--- src/rtl/div_pkg.sv ---
// div_pkg: shared types and constants for the sequential restoring divider.
package div_pkg;
    localparam int DEF_WIDTH = 32;
    localparam int CNT_W = $clog2(DEF_WIDTH);
    localparam logic [DEF_WIDTH-1:0] INT_MIN = {1'b1, {(DEF_WIDTH-1){1'b0}}};
    localparam logic [DEF_WIDTH-1:0] ALL_ONES = '1;
    typedef enum logic [2:0] {IDLE, PREP, ITER, FIXUP, DONE} state_t;
endpackage

--- src/rtl/seq_divider32_div_step.sv ---
// div_step: one restoring shift-and-subtract step on magnitudes.
module div_step #(
    parameter int WIDTH = 32
) (
    input  logic [WIDTH-1:0] rem,
    input  logic             q_in,
    input  logic [WIDTH-1:0] dvs,
    output logic [WIDTH-1:0] rem_next,
    output logic             q_out
);
    logic [WIDTH:0] trial;
    assign trial    = {rem, q_in} - {1'b0, dvs};
    assign q_out    = ~trial[WIDTH];
    assign rem_next = trial[WIDTH] ? {rem[WIDTH-2:0], q_in} : trial[WIDTH-1:0];
endmodule

--- src/rtl/seq_divider32.sv ---
// seq_divider32: signed/unsigned multi-cycle divider, one restoring step per clock.
module seq_divider32
    import div_pkg::*;
#(
    parameter int WIDTH = DEF_WIDTH
) (
    input  logic             clk,
    input  logic             rst_n,
    input  logic             start,
    input  logic             signed_op,
    input  logic [WIDTH-1:0] dividend,
    input  logic [WIDTH-1:0] divisor,
    output logic             ready,
    output logic             busy,
    output logic             done,
    output logic [WIDTH-1:0] quotient,
    output logic [WIDTH-1:0] remainder,
    output logic             div_by_zero,
    output logic             overflow
);
    localparam int CW = $clog2(WIDTH);
    localparam logic [WIDTH-1:0] MIN_V = {1'b1, {(WIDTH-1){1'b0}}};
    state_t state, state_nx;
    logic [CW-1:0] cnt;
    logic sop, neg_q, neg_r, q_bit;
    logic [WIDTH-1:0] dvd, dvs, q_r, r_r, d_abs, r_nx;

    div_step #(.WIDTH(WIDTH)) u_step (
        .rem(r_r), .q_in(q_r[WIDTH-1]), .dvs(d_abs), .rem_next(r_nx), .q_out(q_bit)
    );

    always_ff @(posedge clk or negedge rst_n)
        if (!rst_n) state <= IDLE;
        else state <= state_nx;

    // Divide-by-zero also passes through FIXUP so its result lands two edges after start.
    always_comb begin
        state_nx = state;
        case (state)
            IDLE:    state_nx = start ? PREP : IDLE;
            PREP:    state_nx = (dvs == '0) ? FIXUP : ITER;
            ITER:    state_nx = (cnt == CW'(WIDTH-1)) ? FIXUP : ITER;
            FIXUP:   state_nx = DONE;
            DONE:    state_nx = start ? PREP : IDLE;
            default: state_nx = IDLE;
        endcase
    end

    assign ready = (state == IDLE) || (state == DONE);
    assign busy  = ~ready;
    assign done  = (state == DONE);

    always_ff @(posedge clk or negedge rst_n) begin
        if (!rst_n) begin
            {sop, neg_q, neg_r, cnt, dvd, dvs, q_r, r_r, d_abs} <= '0;
            {quotient, remainder, div_by_zero, overflow} <= '0;
        end else begin
            case (state)
                IDLE, DONE: if (start) begin
                    sop <= signed_op;
                    dvd <= dividend;
                    dvs <= divisor;
                end
                PREP: begin
                    q_r   <= (sop && dvd[WIDTH-1]) ? -dvd : dvd;
                    d_abs <= (sop && dvs[WIDTH-1]) ? -dvs : dvs;
                    neg_q <= sop && (dvd[WIDTH-1] ^ dvs[WIDTH-1]);
                    neg_r <= sop && dvd[WIDTH-1];
                    r_r   <= '0;
                    cnt   <= '0;
                end
                ITER: begin
                    q_r <= {q_r[WIDTH-2:0], q_bit};
                    r_r <= r_nx;
                    cnt <= cnt + 1'b1;
                end
                FIXUP: begin
                    quotient    <= (dvs == '0) ? '1 : (neg_q ? -q_r : q_r);
                    remainder   <= (dvs == '0) ? dvd : (neg_r ? -r_r : r_r);
                    div_by_zero <= (dvs == '0);
                    overflow    <= sop && (dvd == MIN_V) && (dvs == '1);
                end
                default: ;
            endcase
        end
    end
endmodule

--- config.mk ---
export PLATFORM = sky130hd
export DESIGN_NAME = seq_divider32
export DESIGN_NICKNAME = d
export VERILOG_FILES = /design/src/rtl/div_pkg.sv /design/src/rtl/seq_divider32_div_step.sv /design/src/rtl/seq_divider32.sv
export SDC_FILE = /design/constraint.sdc
export NUM_CORES = 1
export LEC_CHECK = 0
export ABC_CLOCK_PERIOD_IN_PS = 4600
export BUFFER_PORTS_ARGS = -buffer_cell sky130_fd_sc_hd__buf_2
export CAP_MARGIN = 5
export CORE_MARGIN = 3
export CORE_UTILIZATION = 30
export CTS_CLUSTER_SIZE = 14
export DETAILED_ROUTE_END_ITERATION = 10
export PLACE_DENSITY_LB_ADDON = 0.15
export SETUP_SLACK_MARGIN = 0.3
export SYNTH_ARGS = -nofsm -noshare
export SYNTH_HDL_FRONTEND = slang
export SYNTH_SLANG_ARGS = --single-unit
--- constraint.sdc ---
create_clock -name clk -period 4.6 [get_ports clk]
set_clock_uncertainty 0.15 [all_clocks]
set_input_delay 1.15 -clock clk [delete_from_list [all_inputs] [get_ports clk]]
set_output_delay 1.15 -clock clk [all_outputs]
set_load 0.01 [all_outputs]
**Word-level counts from Yosys, hierarchy flattened**

Cells that the tools add are included.

- Add/sub/neg operators: 6
- Equality and inequality tests: 7
- Mux-type cells: 14
- Bitwise gates (word level): 3
- Reduce and logical (&&, ||, !) cells: 11

Operators with widths:

| kind | number |
|---|---|
| $mux 32 | 7 |
| $neg 32->32 | 4 |
| $pmux 32 s2 | 2 |
| $eq 32x32->1 const B | 2 |
| $sub 33x32->33 | 1 |
| $logic_not 32->1 | 1 |
| $pmux 3 s4 | 1 |
| $pmux 5 s2 | 1 |
| $eq 3x2->1 const B | 2 |
| $add 5x1->5 const B | 1 |
| $eq 5x5->1 const B | 1 |
| $logic_and 1x1->1 | 5 |
| $eq 3x1->1 const B | 1 |
| $eq 3x3->1 const B | 1 |
| $logic_not 3->1 | 1 |
| $mux 1 | 3 |
| $not 1->1 | 2 |
| $reduce_and 2->1 | 1 |
| $reduce_bool 2->1 | 1 |
| $reduce_or 2->1 | 1 |
| $logic_or 1x1->1 | 1 |
| $xor 1x1->1 | 1 |

- Bits in registers: 237
- Logic and storage cells: 55

**Logic depth before layout (Yosys ltp)**

Gate-level depths: netlist (run 1).

- Word-level depth: 3
- Gate-level depth with buffers: 13
- Depth with buffers taken out: 12

**Cells and area by module**

A second synthesis (run 1) with hierarchy kept.

- Cell total of the unflattened synthesis: 1459
- Area, all modules: 14131.1 um^2

By module, submodules not included:

| module | instances | cells each | area each (um^2) | sequential area each (um^2) |
|---|---|---|---|---|
| seq_divider32 | 1 | 1153 | 11765.0 | 5930.7 |
| div_step | 1 | 306 | 2366.0 | 0.0 |

**Worst setup path before layout (run 1)**

OpenSTA, ideal clock, no wires.

- Kind: register to register
- From: register q_r[31]
- To: register r_r[22]
- Library setup time: 135 ps
- Arrival time: 2893 ps
- Slack: 1422 ps
- Cell stages (with the launch flop): 14
- Path buffers: 1
- Clock period less this slack: 3178 ps
- Path through: dfrtp_1 -> inv_1 -> ha_1 -> fa_1 -> nand2b_1 -> a21oi_1 -> a21oi_1 -> o21ai_1 -> o21a_1 -> o31ai_1 -> xnor2_2 -> buf_2 -> mux2i_1 -> o21ai_0

- Cells in the longest elaborated chain, start to end: 3

RTL lines:

| element | line | source |
|---|---|---|
| start: declaration | seq_divider32.sv:26 | `logic [WIDTH-1:0] dvd, dvs, q_r, r_r, d_abs, r_nx;` |
| start signal: assignment | seq_divider32.sv:65 | `q_r <= (sop && dvd[WIDTH-1]) ? -dvd : dvd;` |
| start signal: assignment | seq_divider32.sv:73 | `q_r <= {q_r[WIDTH-2:0], q_bit};` |
| $sub 33x32->33 | seq_divider32_div_step.sv:12 | `assign trial = {rem, q_in} - {1'b0, dvs};` |
| $mux 32 | seq_divider32_div_step.sv:14 | `assign rem_next = trial[WIDTH] ? {rem[WIDTH-2:0], q_in} : trial[WIDTH-1:0];` |
| $pmux 32 s2 | seq_divider32.sv:58 | `case (state)` |
| end signal: assignment | seq_divider32.sv:74 | `r_r <= r_nx;` |
| end: declaration | seq_divider32.sv:26 |  |

No other way between the ends.
A chain may end at the register's enable or synchronous reset.

**Worst setup path after layout (run 1)**

- From: register r_r[0]
- To: register r_r[18]

- Cells in the longest elaborated chain, start to end: 3

RTL lines:

| element | line |
|---|---|
| $sub 33x32->33 | seq_divider32_div_step.sv:12 |
| $mux 32 | seq_divider32_div_step.sv:14 |
| $pmux 32 s2 | seq_divider32.sv:58 |

No other way between the ends.

==> metrics.md, run 1 <==
| Metric | Value |
|---|---|
| Gr ovfl total | `0` |
| WP data required | `4.84 ns` |
| Chip height | `221 um` |
| CP Launch Type | `flip-flop` |
| Cell area after technology mapping | `13,900 um^2` |
| Synth cell types | `75` |
| Setup tns final | `0 ns` |
| DRT Pass-1 Iters | `5` |
| Largest family of logic cells by synthesized area | `compound AO/OA/AOI/OAI gates` |
| Pin slew with the least headroom to its limit | `1.16 ns` |
| Yosys reg bits | `237` |
| Antenna Cells | `0` |
| Worst-skew pair later-pin latency | `0.56 ns` |
| Status | `finished, final reports clean` |
| Share of layout cells above drive strength 1 | `0.174` |
| Clock Tree Buf Depth | `3` |
| Post-Syn Nets | `1,625` |
| FMAX | `262 MHz` |
| Sequential fraction of the synthesis area | `0.427` |
| Ys flop type | `dfrtp_1` |
| Setup bufs post-CTS | `0` |
| Final count of negative-setup-slack endpoints | `0` |
| Relative slew slack | `0.224` |
| Die area | `49,000 um^2` |
| Core Rows | `78` |
| Post-synthesis compound-gate area fraction | `0.187` |
| Nets | `1,729` |
| RSZ-0062 raised after global routing | `no` |
| RePlAce Congestion | `0.859` |
| Final min period | `3.81 ns` |
| Cell Count, Final, Fillers Out | `2,244` |
| CTS tree | `built` |
| First-pass GRT wire length | `67,100 um` |
| Yosys top cell by area | `dfrtp_1` |
| Async set or reset register ratio after synthesis | `1.00` |
| Pwr dens | `787 nW/um^2` |
| Drt first-iter violations | `705` |
| Vias/cell | `5.10` |
| Final hold violations | `0` |
| DP HPWL | `30,800 um` |
| Total core area | `45,600 um^2` |
| Dpl ws | `0.826 ns` |
| CTS Hold Bufs | `0` |
| Number of remaining DRC errors | `0` |
| Final core utilization | `0.355` |
| Fillers | `4,737` |
| Synth cell count leaders | `dfrtp_1, nand2_1, o21ai_0, xor2_1, nor2_1` |
| Placed instance count | `2,190` |
| YS warnings | `0` |
| Mapped Avg Cell Area | `9.17 um^2` |
| Synth area leaders | `dfrtp_1, o21ai_0, xor2_1` |
| LEAKAGE | `0.00712 uW` |
| Tot GR Track Use | `0.169` |
| Count leader, synth | `dfrtp_1` |
| Worst Hold Class | `flip-flop to flip-flop` |
| Number of global-route vias before repair | `11,400` |
| CP max FO | `35` |
| Xor/xnor share of the synthesized area | `0.0931` |
| Clk pin slew, worst setup/hold paths | `0.06 ns` |
| Via Count | `11,400` |
| Buffers on Ports | `136` |
| Period utilisation layout | `0.829` |
| Initial Util | `0.305` |
| Number of flops mapped to enable cells by yosys | `0` |
| Initial antenna violation count | `0` |
| # IOs | `137` |
| Max-cap violations | `0` |
| Cts bufs inserted | `29` |
| CTS Sinks | `237` |
| Final WS setup | `0.786 ns` |
| Synth Area in Adders | `0.0365` |
| Setup CP Type | `flip-flop to flip-flop` |
| WP data arrival | `4.06 ns` |
| Crit end category | `flip-flop` |
| Clock Tree Root | `clkbuf_16` |
| Cells after Synth | `1,517` |
| Layout area overhead | `16.2%` |
| Mux share of post-synthesis cell area | `0.0701` |
| Worst IR Drop VDD | `333 uV` |
| Final wirelength | `42,000 um` |
| Final ANT Viol Nets | `0` |
| Post-synth top area share | `0.427` |
| WL/cell | `18.7 um` |
| Post-synthesis simple-gate area fraction | `0.148` |
| Max Slew Vio Count | `0` |
| Pin count of the biggest net entering global routing | `89` |
| CTS resizes | `0` |
| # H-tree levels | `1` |
| Die width | `221 um` |
final cells by class:
class,instances,area (um^2),share of cell area
Clock inverter,8,93.8,0.00581
Clock buffer,46,880,0.0544
Multi-Input combinational cell,1145,7450,0.461
Sequential cell,237,5930,0.367
Timing Repair Buffer,154,851,0.0526
Tap cell,600,751,0.0465
Inverter,54,203,0.0125
flip-flops by register name (all words and copies together), names as in the netlist, 3 cells and up:
name and flops:
cnt 5, dvs 32, q_r 32, quotient 32
d_abs 32, r_r 32, remainder 32, dvd 32
state 3
cells in the final DEF, fill, tap and decap left out, drive strengths merged, types with 6 or more instances in the layout:
| cell | netlist | routed |
|---|---|---|
| ha | 39 | 39 |
| o41ai | 14 | 14 |
| xnor2 | 52 | 52 |
| o21a | 6 | 6 |
| nand2b | 10 | 10 |
| inv | 54 | 55 |
| a21o | 8 | 8 |
| xor2 | 95 | 95 |
| nor3 | 17 | 17 |
| or3 | 14 | 14 |
| or2 | 6 | 6 |
| nand3 | 28 | 28 |
| o211ai | 11 | 11 |
| nor2 | 87 | 87 |
| mux2 | 59 | 59 |
| nand4 | 16 | 16 |
| a22oi | 31 | 31 |
| o22a | 12 | 12 |
| and3 | 9 | 9 |
| and2 | 6 | 6 |
| o21ai | 196 | 196 |
| buf | 14 | 154 |
| or4 | 13 | 13 |
| nand2 | 216 | 216 |
| a21oi | 57 | 57 |
| mux2i | 31 | 31 |
| o31ai | 25 | 25 |
| a31oi | 29 | 29 |
| dfrtp | 237 | 237 |
| clkbuf | 67 | 46 |
| nor4 | 11 | 11 |
per-stage QoR:
stage	cell area [um^2]	total power, uW	hold slack [ns]
after floorplan	13900	8400	0.299
after global placement	15200	10400	0.309
after detailed placement	15200	10500	0.315
after CTS	16200	12900	0.329
after global routing	16200	13800	0.345
final	16200	12700	0.319
per-layer routing:
metal | track usage | wire (um)
met1 | 0.243 | 20600
met2 | 0.266 | 18700
met3 | 0.0263 | 1680
met4 | 0.0409 | 1030
met5 | 0 | 0
logic make-up after synthesis:
kind of cell	count (synthesis)
flip-flops	237
AND/OR/NAND/NOR	445
adder cells (fa/ha/maj)	40
AO/OA/AOI/OAI	423
XOR/XNOR	147
buffers and inverters	135
multiplexers	90
critical path, stage by stage (launching register included):
cell,delay [ns]
dfrtp_1,0.49
inv_1,0.15
fa_1,0.45
nand2b_1,0.19
a21oi_1,0.32
a21oi_1,0.16
o21ai_1,0.33
o21a_1,0.21
o31ai_1,0.16
xnor2_4,0.15
buf_4,0.50
mux2i_1,0.26
o21ai_0,0.09
power breakdown:
part	switching [uW]	internal (uW)
Combinational	3590	2610
Clock	920	1410
Sequential	1190	2990
path summary, 6_finish.rpt:
path / from / endpoint / slack [ns] / depth (start not counted)
setup / recovery: r_r[0] / r_r[18] / 0.79 / 12
hold / removal: remainder[10] / remainder[10] / 0.32 / 2
setup reg to reg: r_r[0] / r_r[18] / 0.79 / 12
hold reg to reg: remainder[10] / remainder[10] / 0.32 / 2
max in group asynchronous: rst_n / quotient[10] / 2.94 / 2
min in group asynchronous: rst_n / dvd[13] / 0.43 / 1
Power figures use the tool's default switching activity.
==> inputs of run 2 (changes only) <==
--- a/config.mk
+++ b/config.mk
@@ -5,7 +5,8 @@
 export SDC_FILE = /design/constraint.sdc
 export NUM_CORES = 1
 export LEC_CHECK = 0
-export ABC_CLOCK_PERIOD_IN_PS = 4600
+export ABC_AREA = 1
+export ABC_CLOCK_PERIOD_IN_PS = 3290
 export BUFFER_PORTS_ARGS = -buffer_cell sky130_fd_sc_hd__buf_2
 export CAP_MARGIN = 5
 export CORE_MARGIN = 3
==> constraint.sdc (replaced) <==
create_clock -name clk -period 3.29 [get_ports clk]
set_clock_uncertainty 0.15 [all_clocks]
set_input_delay 0.8225 -clock clk [delete_from_list [all_inputs] [get_ports clk]]
set_output_delay 0.8225 -clock clk [all_outputs]
set_load 0.01 [all_outputs]
==> metrics.md, run 2 <==
| Metric | Value |
|---|---|
| Setup bufs post-CTS | `0 (unchanged)` |
| Mapped Avg Cell Area | `6.93 um^2 (was 9.17 um^2)` |
| Final ANT Viol Nets | `0 (unchanged)` |
| Synth cell count leaders | `nand2_1, inv_1, nor2_1, dfrtp_1, nand3_1 (was dfrtp_1, nand2_1, o21ai_0, xor2_1, nor2_1)` |
| Reg area | `5930 um^2 (unchanged)` |
| Period utilisation layout | `0.867 (was 0.829)` |
| Initial antenna violation count | `0 (unchanged)` |
| Antenna Cells | `0 (unchanged)` |
| Tot GR Track Use | `0.210 (was 0.169)` |
| CP max FO | `14 (was 35)` |
| CP max stage cell | `fa_1 (was buf_4)` |
| First-pass GRT wire length | `88,100 um (was 67,100 um)` |
| Cell Area, Placed | `17,100 um^2 (was 15,200 um^2)` |
| Fillers | `5,576 (was 4,737)` |
| Yosys top cell by area | `dfrtp_1 (unchanged)` |
| Final wirelength | `57,700 um (was 42,000 um)` |
| Pwr dens | `1230 nW/um^2 (was 787 nW/um^2)` |
| Number of remaining DRC errors | `0 (unchanged)` |
| Sequential fraction of the synthesis area | `0.382 (was 0.427)` |
| Synth Area in Adders | `0.0327 (was 0.0365)` |
| LEAKAGE | `0.00926 uW (was 0.00712 uW)` |
| Vias/cell | `4.90 (was 5.10)` |
| Number of flops mapped to enable cells by yosys | `0 (unchanged)` |
| Via Count | `15,000 (was 11,400)` |
| CTS Hold Bufs | `0 (unchanged)` |
| Buffers on Ports | `136 (unchanged)` |
| Cell area after technology mapping | `15,500 um^2 (was 13,900 um^2)` |
| Number of global-route vias before repair | `14,700 (was 11,400)` |
| Finished Cell Area | `18,100 um^2 (was 16,200 um^2)` |
| RSZ-0062 raised after global routing | `yes (was no)` |
| Share of layout cells above drive strength 1 | `0.113 (was 0.174)` |
| CTS resizes | `0 (unchanged)` |
| DRT Pass-1 Iters | `6 (was 5)` |
| Max-cap violations | `0 (unchanged)` |
| CTS tree | `built (unchanged)` |
| Worst path cell trace | `inv_1 > ha_1 > fa_1 > inv_1 > nand2_1 > nand2_1 > nand3_1 > nand2_2 > nand2_1 > nand2_2 > nand2_4 > nand2_4 > nand2_2 > nand2_4 > nand2_1 > nand3_1 > nand2_1 (was inv_1 > fa_1 > nand2b_1 > a21oi_1 > a21oi_1 > o21ai_1 > o21a_1 > o31ai_1 > xnor2_4 > buf_4 > mux2i_1 > o21ai_0)` |
| Core Rows | `82 (was 78)` |
| Power Internal | `10,600 uW (was 7010 uW)` |
| WP data arrival | `3.16 ns (was 4.06 ns)` |
| WL/cell | `18.8 um (was 18.7 um)` |
| Xor/xnor share of the synthesized area | `0.0502 (was 0.0931)` |
| DP HPWL | `45,600 um (was 30,800 um)` |
| RePlAce Congestion | `0.957 (was 0.859)` |
| Flop pwr share | `0.258 (was 0.329)` |
| Final count of negative-setup-slack endpoints | `0 (unchanged)` |
| Pin count of the biggest net entering global routing | `73 (was 89)` |
| Switching Share | `0.526 (was 0.448)` |
| Post-synth top area share | `0.382 (was 0.427)` |
| YS warnings | `0 (unchanged)` |
| # H-tree levels | `1 (unchanged)` |
| FMAX | `351 MHz (was 262 MHz)` |
| Gr ovfl total | `0 (unchanged)` |
| Commonest non-fill, non-tap cell in the layout | `nand2_1 (was dfrtp_1)` |
| Chip height | `234 um (was 221 um)` |
| Crit end category | `flip-flop (unchanged)` |
| Nets | `2,481 (was 1,729)` |
| Cells after Synth | `2,241 (was 1,517)` |
| Post-synthesis compound-gate area fraction | `0.109 (was 0.187)` |
| Count leader, synth | `nand2_1 (was dfrtp_1)` |
| Final hold violations | `0 (unchanged)` |
| Die area | `54,600 um^2 (was 49,000 um^2)` |
| CP max stage delay | `0.41 ns (was 0.50 ns)` |
| Final min period | `2.85 ns (was 3.81 ns)` |
| Largest family of logic cells by synthesized area | `simple AND/OR/NAND/NOR gates (was compound AO/OA/AOI/OAI gates)` |
| CTS Sinks | `237 (unchanged)` |
| Status | `finished, final reports clean (unchanged)` |
| Most frequent cells in the layout | `nand2_1, inv_1, nor2_1, dfrtp_1, nand3_1 (was dfrtp_1, nand2_1, o21ai_0, buf_2, xor2_1)` |
| Clock Tree Root | `clkbuf_16 (unchanged)` |
| Cts bufs inserted | `29 (unchanged)` |
| Relative slew slack | `0.477 (was 0.224)` |
| Synth area leaders | `dfrtp_1, nand2_1, inv_1 (was dfrtp_1, o21ai_0, xor2_1)` |
| Yosys reg bits | `237 (unchanged)` |
| Multi-input gate area | `8160 um^2 (was 7450 um^2)` |
| Setup tns final | `0 ns (unchanged)` |
| Post-synthesis simple-gate area fraction | `0.326 (was 0.148)` |
| Worst IR Drop VDD | `464 uV (was 333 uV)` |
| # IOs | `137 (unchanged)` |
| Total core area | `50,700 um^2 (was 45,600 um^2)` |
| Share of total power in combinational logic | `0.596 (was 0.487)` |
| Pin slew with the least headroom to its limit | `0.785 ns (was 1.16 ns)` |
| Clk pin slew, worst setup/hold paths | `0.06 ns (about the same)` |
| Worst path most repeated cell | `nand2_1 (was a21oi_1)` |
| WP data required | `3.60 ns (was 4.84 ns)` |
| Mux share of post-synthesis cell area | `0.00507 (was 0.0701)` |
| Worst Hold Class | `input pin to async pin (was flip-flop to flip-flop)` |
| Synth cell types | `45 (was 75)` |
| Initial Util | `0.307 (was 0.305)` |
| Worst-skew pair later-pin latency | `0.57 ns (was 0.56 ns)` |
| Async set or reset register ratio after synthesis | `1.00 (unchanged)` |
| P_sw | `11,700 uW (was 5700 uW)` |
| Ys flop type | `dfrtp_1 (unchanged)` |
| Clock Tree Buf Depth | `3 (unchanged)` |
| Setup CP Type | `flip-flop to flip-flop (unchanged)` |
| Post-Syn Nets | `2,349 (was 1,625)` |
| Drt first-iter violations | `1,191 (was 705)` |
| Clock Power Share | `0.146 (was 0.184)` |
| Die width | `234 um (was 221 um)` |
| Max Slew Vio Count | `0 (unchanged)` |
| CP Launch Type | `flip-flop (unchanged)` |
| Layout area overhead | `16.4% (was 16.2%)` |
## run 2: layer usage
metal / vias to the layer above / track usage / part of all wire
li1: 7433 / - / -
met1: 7097 / 0.294 / 0.47
met2: 414 / 0.342 / 0.45
met3: 90 / 0.0234 / 0.048
met4: 0 / 0.0589 / 0.030
met5: - / 0 / 0
## run 2: cell families (layout without fill, tap and decap cells)
family	after synthesis	in the layout
AO/OA/AOI/OAI	282	282
flip-flops	237	237
AND/OR/NAND/NOR	1205	1205
multiplexers	7	7
buffers and inverters	381	536
XOR/XNOR	89	89
adder cells (fa/ha/maj)	40	40
## run 2: area by class of cell
| class | count | share of cell area |
|---|---|---|
| flip-flops and latches | 237 | 0.328 |
| inverters | 310 | 0.0643 |
| well taps | 672 | 0.0465 |
| clock buffers | 42 | 0.0467 |
| clock inverters | 12 | 0.00664 |
| multi-input cells | 1623 | 0.451 |
| repair buffers | 172 | 0.0566 |
## run 2: worst paths after layout
kind                            startpoint      endpoint  slack (ns)  depth (start not counted)
worst min register to register   d_abs[10]     d_abs[10]        0.33                          2
worst max-delay path               q_r[31]        r_r[9]        0.44                         17
min in group clk                 d_abs[10]     d_abs[10]        0.33                          2
worst max register to register     q_r[31]        r_r[9]        0.44                         17
worst min-delay path                 rst_n        cnt[4]        0.01                          1
max in group asynchronous            rst_n  quotient[12]        2.20                          2
## run 2: power groups by stage
stage | Clock, uW | Combinational (uW) | Sequential, uW
floorplan | 0 | 8830 | 5480
global placement | 0 | 13200 | 5760
detailed placement | 0 | 13200 | 5780
CTS | 3350 | 13300 | 5750
global route | 3450 | 14900 | 5920
finish | 3260 | 13300 | 5740
## run 2: critical path, delay by kind of cell (launching register included)
kind                     cells  cell delay (ns)
AND/OR/NAND/NOR             13             1.32
adder cells (fa/ha/maj)      2             0.64
flip-flops                   1             0.38
buffers and inverters        2             0.23
## run 2: through the flow
step	std cells	total power (uW)	setup WS, ns	hold slack (ns)	utilization
floorplan	2241	14300	0.958	0.290	-
global placement	3014	19000	0.508	0.307	0.338
detailed placement	3014	19000	0.413	0.318	0.338
CTS	3068	22400	0.408	0.00638	0.357
global route	3068	24300	0.267	0.0227	0.357
finish	3068	22300	0.437	0.0109	0.357
==> inputs of run 3 (changes only) <==
--- a/config.mk
+++ b/config.mk
@@ -6,13 +6,14 @@
 export NUM_CORES = 1
 export LEC_CHECK = 0
 export ABC_AREA = 1
-export ABC_CLOCK_PERIOD_IN_PS = 3290
+export ABC_CLOCK_PERIOD_IN_PS = 3000
 export BUFFER_PORTS_ARGS = -buffer_cell sky130_fd_sc_hd__buf_2
 export CAP_MARGIN = 5
 export CORE_MARGIN = 3
 export CORE_UTILIZATION = 30
 export CTS_CLUSTER_SIZE = 14
 export DETAILED_ROUTE_END_ITERATION = 10
+export MAX_ROUTING_LAYER = met4
 export PLACE_DENSITY_LB_ADDON = 0.15
 export SETUP_SLACK_MARGIN = 0.3
 export SYNTH_ARGS = -nofsm -noshare
==> constraint.sdc (replaced) <==
create_clock -name clk -period 3 [get_ports clk]
set_clock_uncertainty 0.15 [all_clocks]
set_input_delay 0.75 -clock clk [delete_from_list [all_inputs] [get_ports clk]]
set_output_delay 0.75 -clock clk [all_outputs]
set_load 0.01 [all_outputs]
==> metrics.md, run 3 (synthesis results as in run 2) <==
| Metric | Value |
|---|---|
| Tot GR Track Use | `0.225 (was 0.210)` |
| WL/cell | `19.5 um (was 18.8 um)` |
| Commonest non-fill, non-tap cell in the layout | `nand2_1 (unchanged)` |
| CP max FO | `18 (was 14)` |
| CTS Sinks | `237 (unchanged)` |
| Setup tns final | `0 ns (unchanged)` |
| CTS tree | `built (unchanged)` |
| Layout area overhead | `18.0% (was 16.4%)` |
| Number of global-route vias before repair | `14,700 (about the same)` |
| Worst Hold Class | `input pin to async pin (unchanged)` |
| # H-tree levels | `1 (unchanged)` |
| Via Count | `15,300 (was 15,000)` |
| Failing checks | `hold timing` |
| Final hold violations | `1 (was 0)` |
| Number of remaining DRC errors | `0 (unchanged)` |
| Cell Count, Final, Fillers Out | `3,091 (was 3,068)` |
| Pin count of the biggest net entering global routing | `69 (was 73)` |
| Die area | `54,600 um^2 (unchanged)` |
| Drt first-iter violations | `1,155 (was 1,191)` |
| CTS Hold Bufs | `0 (unchanged)` |
| Worst IR Drop VDD | `512 uV (was 464 uV)` |
| Gr ovfl total | `0 (unchanged)` |
| Placed instance count | `3,030 (was 3,014)` |
| Nets | `2,499 (was 2,481)` |
| DRT Pass-1 Iters | `5 (was 6)` |
| Fillers | `5,542 (was 5,576)` |
| Final count of negative-setup-slack endpoints | `0 (unchanged)` |
| Cts bufs inserted | `30 (was 29)` |
| Core Rows | `82 (unchanged)` |
| Final ANT Viol Nets | `0 (unchanged)` |
| Chip height | `234 um (unchanged)` |
| Worst-skew pair later-pin latency | `0.58 ns (was 0.57 ns)` |
| Initial Util | `0.307 (unchanged)` |
| RePlAce Congestion | `0.927 (was 0.957)` |
| Max-cap violations | `0 (unchanged)` |
| # IOs | `137 (unchanged)` |
| Top Layer Used | `met4 (unchanged)` |
| Initial antenna violation count | `8 (was 0)` |
| CP Launch Type | `flip-flop (unchanged)` |
| Final wirelength | `60,400 um (was 57,700 um)` |
| Wire length on met2 | `27,000 um (was 26,300 um)` |
| Share of layout cells above drive strength 1 | `0.129 (was 0.113)` |
| Relative slew slack | `0.307 (was 0.477)` |
| Met3 wire length | `3460 um (was 2800 um)` |
| Crit end category | `flip-flop (unchanged)` |
| Die width | `234 um (unchanged)` |
| Final min period | `2.58 ns (was 2.85 ns)` |
| Critical Path Start | `r_r[22] (was q_r[31])` |
| Max Slew Vio Count | `0 (unchanged)` |
| LEAKAGE | `0.00934 uW (was 0.00926 uW)` |
| WHS | `-0.00298 ns (was 0.0109 ns)` |
| Total core area | `50,700 um^2 (unchanged)` |
| Vias/cell | `4.96 (was 4.90)` |
| Clk pin slew, worst setup/hold paths | `0.06 ns (about the same)` |
| Clock Tree Root | `clkbuf_16 (unchanged)` |
| Status | `complete, but fails checks (was finished, final reports clean)` |
| Setup CP Type | `flip-flop to flip-flop (unchanged)` |
| WP data arrival | `2.88 ns (was 3.16 ns)` |
| FMAX | `388 MHz (was 351 MHz)` |
| Period utilisation layout | `0.859 (was 0.867)` |
| RSZ-0062 raised after global routing | `yes (unchanged)` |
| Pwr dens | `1360 nW/um^2 (was 1230 nW/um^2)` |
| WP data required | `3.30 ns (was 3.60 ns)` |
| Clock Tree Buf Depth | `3 (unchanged)` |
| Buffers on Ports | `136 (unchanged)` |
| First-pass GRT wire length | `90,800 um (was 88,100 um)` |
| Pin slew with the least headroom to its limit | `1.04 ns (was 0.785 ns)` |
| DP HPWL | `48,000 um (was 45,600 um)` |
| Worst r2r src | `r_r[22] (was q_r[31])` |
| WL met1 | `28,000 um (was 26,900 um)` |
| Most frequent cells in the layout | `nand2_1, inv_1, nor2_1, dfrtp_1, nand3_1 (unchanged)` |
run 3: cell types whose count changed in the layout (fill, tap and decap cells not counted), moves of 3 or more:
cell | before | now
buf_4 | 31 | 44
buf_6 | 0 | 4
clkbuf_1 | 6 | 11
dfrtp_1 | 237 | 234
dfrtp_2 | 0 | 3
diode_2 | 0 | 6
ha_1 | 39 | 29
ha_2 | 0 | 8
nand2_1 | 639 | 635
nand2_2 | 6 | 9
nor3_1 | 20 | 16
nor3_2 | 1 | 5
run 3: path summary, 6_finish.rpt:
check                           depth (start not counted)        to  slack, ns
worst max-delay path                                   14    r_r[4]       0.42
worst min-delay path                                    1    cnt[3]     -0.003
worst max register to register                         14    r_r[4]       0.42
worst min register to register                          1    cnt[3]       0.31
max in group asynchronous                               2  d_abs[8]       1.89
min in group clk                                        2    dvs[8]       0.25
run 3: final cells by class:
type	instances	area, um^2	share of cell area
Multi-Input combinational cell	1623	8270	0.451
Inverter	310	1160	0.0635
Sequential cell	237	5930	0.324
Timing Repair Buffer	189	1170	0.0636
Tap cell	672	841	0.0458
Antenna cell	6	15.0	0.000819
Clock buffer	47	886	0.0483
Clock inverter	7	63.8	0.00348
run 3: routing by layer:
metal | up-vias | track usage
li1 | 7503 | -
met1 | 7259 | 0.303
met2 | 467 | 0.343
met3 | 100 | 0.0440
met4 | 0 | 0.0698
met5 | - | -
run 3: through the flow:
step	cell area [um^2]	power (uW)	setup WS [ns]	hold slack [ns]	util
floorplan	15500	15700	0.668	0.290	-
global placement	17200	21200	0.276	0.307	0.340
detailed placement	17200	21200	0.297	0.312	0.340
CTS	18200	24800	0.301	0.0112	0.359
global route	18300	27200	0.298	0.0272	0.362
finish	18300	25000	0.422	-0.00298	0.362
run 3: worst max-delay path: stages, from the launching register on:
cell,delay (ns)
dfrtp_1,0.53
ha_2,0.38
nand2_2,0.15
inv_2,0.04
nand2_1,0.05
nand2_1,0.08
inv_1,0.07
nand2_1,0.10
a21oi_4,0.26
nand2_4,0.10
nand2_4,0.08
buf_6,0.19
nand3_1,0.09
nand3_1,0.10
nand2_1,0.06
run 3: repair_timing:
action                                  in CTS  in global routing
buffers inserted                             0                  1
pin swaps                                    0                  1
endpoints found under the setup margin       3                 36
gates resized for setup                      1                 35
run 3: report_power, final:
group | leakage, uW | switching [uW] | internal [uW]
combinational | 0.00605 | 10100 | 5000
sequential | 0.00282 | 1590 | 4770
clock | 0.000469 | 1460 | 2090
total | 0.00934 | 13200 | 11900
